**src/rtl/gather8x4.sv**
```systemverilog
// Gathers eight 4-bit words into a parallel frame with valid/ready on both sides.
// Optional early-flush with PAD fill is compiled in when GATHER8X4_FLUSH_EN is defined.
module gather8x4 #(
  parameter logic [3:0] PAD = 4'hF
) (
  input  logic       CLK,
  input  logic       ASYNCRESETN,
  input  logic [3:0] in_data,
  input  logic       in_valid,
  output logic       in_ready,
  output logic [3:0] O0,
  output logic [3:0] O1,
  output logic [3:0] O2,
  output logic [3:0] O3,
  output logic [3:0] O4,
  output logic [3:0] O5,
  output logic [3:0] O6,
  output logic [3:0] O7,
  output logic       out_valid,
`ifdef GATHER8X4_FLUSH_EN
  input  logic       flush,
`endif
  input  logic       out_ready
);

  typedef enum logic {FILL, HOLD} state_t;

  state_t     state_q, state_d;
  logic [2:0] cnt_q, cnt_d;
  logic [3:0] slot_q [8];
  logic [3:0] slot_d [8];
  logic       in_xfer, out_xfer;

  assign out_valid = (state_q == HOLD);
  assign in_ready  = (state_q == FILL) | out_ready;
  assign in_xfer   = in_valid & in_ready;
  assign out_xfer  = out_valid & out_ready;

  assign O0 = slot_q[0];
  assign O1 = slot_q[1];
  assign O2 = slot_q[2];
  assign O3 = slot_q[3];
  assign O4 = slot_q[4];
  assign O5 = slot_q[5];
  assign O6 = slot_q[6];
  assign O7 = slot_q[7];

  always_comb begin
    state_d = state_q;
    cnt_d   = cnt_q;
    slot_d  = slot_q;
    case (state_q)
      FILL: begin
        if (in_xfer) begin
          slot_d[cnt_q] = in_data;
          cnt_d         = cnt_q + 3'd1;
          if (cnt_q == 3'd7) state_d = HOLD;
        end
`ifdef GATHER8X4_FLUSH_EN
        // Flush sees the post-transfer count; an eighth-word edge already completed.
        if (flush && (state_d == FILL) && (cnt_d != 3'd0)) begin
          for (int unsigned i = 0; i < 8; i++) begin
            if (3'(i) >= cnt_d) slot_d[i] = PAD;
          end
          cnt_d   = 3'd0;
          state_d = HOLD;
        end
`endif
      end
      HOLD: begin
        if (out_xfer) begin
          state_d = FILL;
          cnt_d   = 3'd0;
          if (in_xfer) begin
            slot_d[0] = in_data;
            cnt_d     = 3'd1;
          end
        end
      end
      default: state_d = FILL;
    endcase
  end

  always_ff @(posedge CLK or negedge ASYNCRESETN) begin
    if (!ASYNCRESETN) begin
      state_q <= FILL;
      cnt_q   <= '0;
      for (int unsigned i = 0; i < 8; i++) slot_q[i] <= '0;
    end else begin
      state_q <= state_d;
      cnt_q   <= cnt_d;
      for (int unsigned i = 0; i < 8; i++) slot_q[i] <= slot_d[i];
    end
  end

endmodule

```
**config.mk**
```make
export PLATFORM = sky130hd
export DESIGN_NAME = gather8x4
export DESIGN_NICKNAME = d
export VERILOG_FILES = /design/src/rtl/gather8x4.sv
export SDC_FILE = /design/constraint.sdc
export NUM_CORES = 1
export LEC_CHECK = 0
export ABC_AREA = 1
export BUFFER_PORTS_ARGS = -buffer_cell sky130_fd_sc_hd__buf_2
export CORE_MARGIN = 1.5
export CORE_UTILIZATION = 25
export CTS_CLUSTER_DIAMETER = 30
export DETAILED_ROUTE_END_ITERATION = 10
export GPL_TIMING_DRIVEN = 0
export PLACE_DENSITY_LB_ADDON = 0.1
export SLEW_MARGIN = 30
export SYNTH_ARGS = -nofsm -noshare
export SYNTH_HDL_FRONTEND = slang
export SYNTH_SLANG_ARGS = --single-unit
```
**constraint.sdc**
```tcl
create_clock -name CLK -period 1.7 [get_ports CLK]
set_clock_uncertainty 0.05 [all_clocks]
set_input_delay 0.425 -clock CLK [delete_from_list [all_inputs] [get_ports CLK]]
set_output_delay 0.425 -clock CLK [all_outputs]
set_load 0.01 [all_outputs]
```
==> summary.txt <==
Timing
  – Final Max Slew Viols: 0
  – Relative slew slack: 45.4%
  – Setup TNS: 0 ns
  – Final setup viols: 0
  – PnR worst setup slack: 0.265 ns
  – Hold Slack: 0.177 ns
  – RSZ-0062 raised after global routing: no
  – Worst Max-Slew Pin Slew: 0.819 ns
  – Hold Fails Final Rpt: 0
  – Tcrit/Tclk final: 84.4%
  – FMAX: 697 MHz
  – Min cycle time layout: 1.43 ns

Final layout
  – Layout cells sized above 1: 27.6%
  – Most frequent cells in the layout: 99 x nand2_1, 37 x buf_2, 36 x dfrtp_1, 16 x nand3_1
  – Most common cell after layout, fill and taps aside: nand2_1
  – # fillers: 654
  – Post-layout util: 32.1%
  – Design Area, Final: 1930 um^2
  – Antenna cell count: 0
  – Final std cells w/o fill: 303
  – Net total in the final layout: 238
  – Area Overhead vs Synth: 22.7%

Synthesis
  – Warnings from Yosys: 0
  – Area leader, netlist: dfrtp_1
  – Mapped Cells: 184
  – Top cell type's share of synthesized area: 57.4%
  – Cell Area, Synth: 1570 um^2
  – Register bit total from synthesis: 36
  – Distinct cell type count after synthesis: 16
  – Mean area per synthesized cell: 8.53 um^2
  – Post-synth net total: 194
  – Seq/Total Area, Yosys: 57.4%
  – Largest cells by area after synthesis: dfrtp_1 57%, nand2_1 24%, nand3_1 5.1%, nor2_4 3.6%, ha_1 1.6%

Placed design
  – DP HPWL: 2.68 mm
  – Pre-CTS WS: 0.214 ns
  – GP Congestion: 0.682
  – DP Area: 1850 um^2
  – Number of buffers added on ports: 37
  – Placed Cells: 296

Pwr
  – Max VDD drop: 0.510 mV
  – Overall Power: 3.41 mW
  – Pwr/cell area: 1770 nW/um^2
  – Leak pwr: 1.07 nW

Die
  – Initial Utilization: 26.2%
  – Chip width: 82.2 um
  – Die Area: 6760 um^2
  – Die height: 82.2 um
  – I/O pins: 42
  – Row cnt: 28
  – Core Area: 5990 um^2

Route
  – Drt initial violations: 46
  – Drt drc: 0
  – Routed vias/inst: 4.20
  – DRT antenna net count: 0
  – First drt pass iteration count: 4
  – DRT Wirelength: 3.79 mm
  – Routed via count: 1273
  – Mean routed wirelength per cell: 12.5 um

Run
  – MaxCap Viol Count: 0

Global routing
  – Initial antenna violation count: 0
  – First-pass GRT wire length: 6.33 mm
  – GR Util All Layers: 12.9%
  – Number of global-route vias before repair: 1301
  – Total congestion overflow: 0
  – Largest net degree at the start of global routing: 37

Worst hold path
  – Worst hold path class: input pin to async pin

Clock tree
  – Root Buffer: clkbuf_8
  – Clock Tree Buf Depth: 2
  – Worst-path clk slew: 0.07 ns
  – Hold-fix buffers at CTS: 0
  – CTS sink count: 36
  – CTS tree: done
  – CTS Buf Count: 5
  – PostCTS Resize Cnt: 0
  – H-tree levels: 2
  – Clk_lat worst skew: 0.29 ns
  – Post-CTS Setup Bufs: 0

Worst setup path
  – Setup crit end kind: output port
  – Critical path type: flip-flop to output port
  – Worst EP required: 1.22 ns
  – Cells on worst reg2reg path: 4
  – R2r startpoint: out_valid$_DFF_PN0_
  – CP Max Fanout: 6
  – Startpoint Class: flip-flop
  – R2R Setup Slk: 0.36 ns
  – Worst Setup SP: out_valid$_DFF_PN0_
  – Worst path arrival time: 0.96 ns

Status
  – Status: finished clean
cell usage after synthesis, drive strengths merged:
| library cell | n |
|---|---|
| clkbuf | 4 |
| a21oi | 1 |
| nand3 | 16 |
| nor2 | 9 |
| buf | 1 |
| ha | 2 |
| o21ai | 3 |
| nor3 | 1 |
| inv | 9 |
| nand2 | 102 |
| dfrtp | 36 |
cell families after synthesis:
logic type	count (synthesis)	synth area share [%]
flops	36	57.4
compound gates	4	1.28
buf+inv	14	3.91
fa+ha+maj	2	1.59
simple gates	128	35.8
report_power, final:
part           switching (mW)  internal [mW]
clock network           0.300          0.279
logic                   0.808          0.523
registers               0.258           1.24
state kept, by name (all words and copies together) (netlist names):
| name | flops |
|---|---|
| O0 | 4 |
| O1 | 4 |
| O2 | 4 |
| O3 | 4 |
| O4 | 4 |
| O5 | 4 |
| O6 | 4 |
| O7 | 4 |
| cnt_q | 3 |
| out_valid | 1 |
routing by layer:
layer | vias to the layer above | share of wire (%) | global-route usage [%]
met5 | - | 0 | 0
met4 | 0 | 1.3 | 4.58
met3 | 5 | 4.3 | 3.74
met2 | 27 | 44 | 19.7
met1 | 587 | 51 | 17.3
li1 | 654 | - | -
final timing paths:
path	to
hold reg to reg	O2[1]$_DFFE_PN0P_
hold / removal	O0[1]$_DFFE_PN0P_
setup reg to reg	O0[1]$_DFFE_PN0P_
max in group asynchronous	O2[2]$_DFFE_PN0P_
setup / recovery	in_ready
min in group CLK	out_valid$_DFF_PN0_
cell type report:
type | instances | area (um^2) | share of cell area, %
well taps | 75 | 93.8 | 4.87
clock buffers | 6 | 72.6 | 3.77
flip-flops and latches | 36 | 901 | 46.8
clock inverters | 1 | 5.00 | 0.260
repair buffers | 37 | 185 | 9.62
multi-input cells | 134 | 607 | 31.5
inverters | 9 | 33.8 | 1.75
plain buffers | 5 | 27.5 | 1.43
critical path: stages (launching register included):
cell	delay [ns]
dfrtp_1	0.44
nand2_1	0.11
buf_2	0.13
No activity file was read; power rests on OpenSTA's default activity.
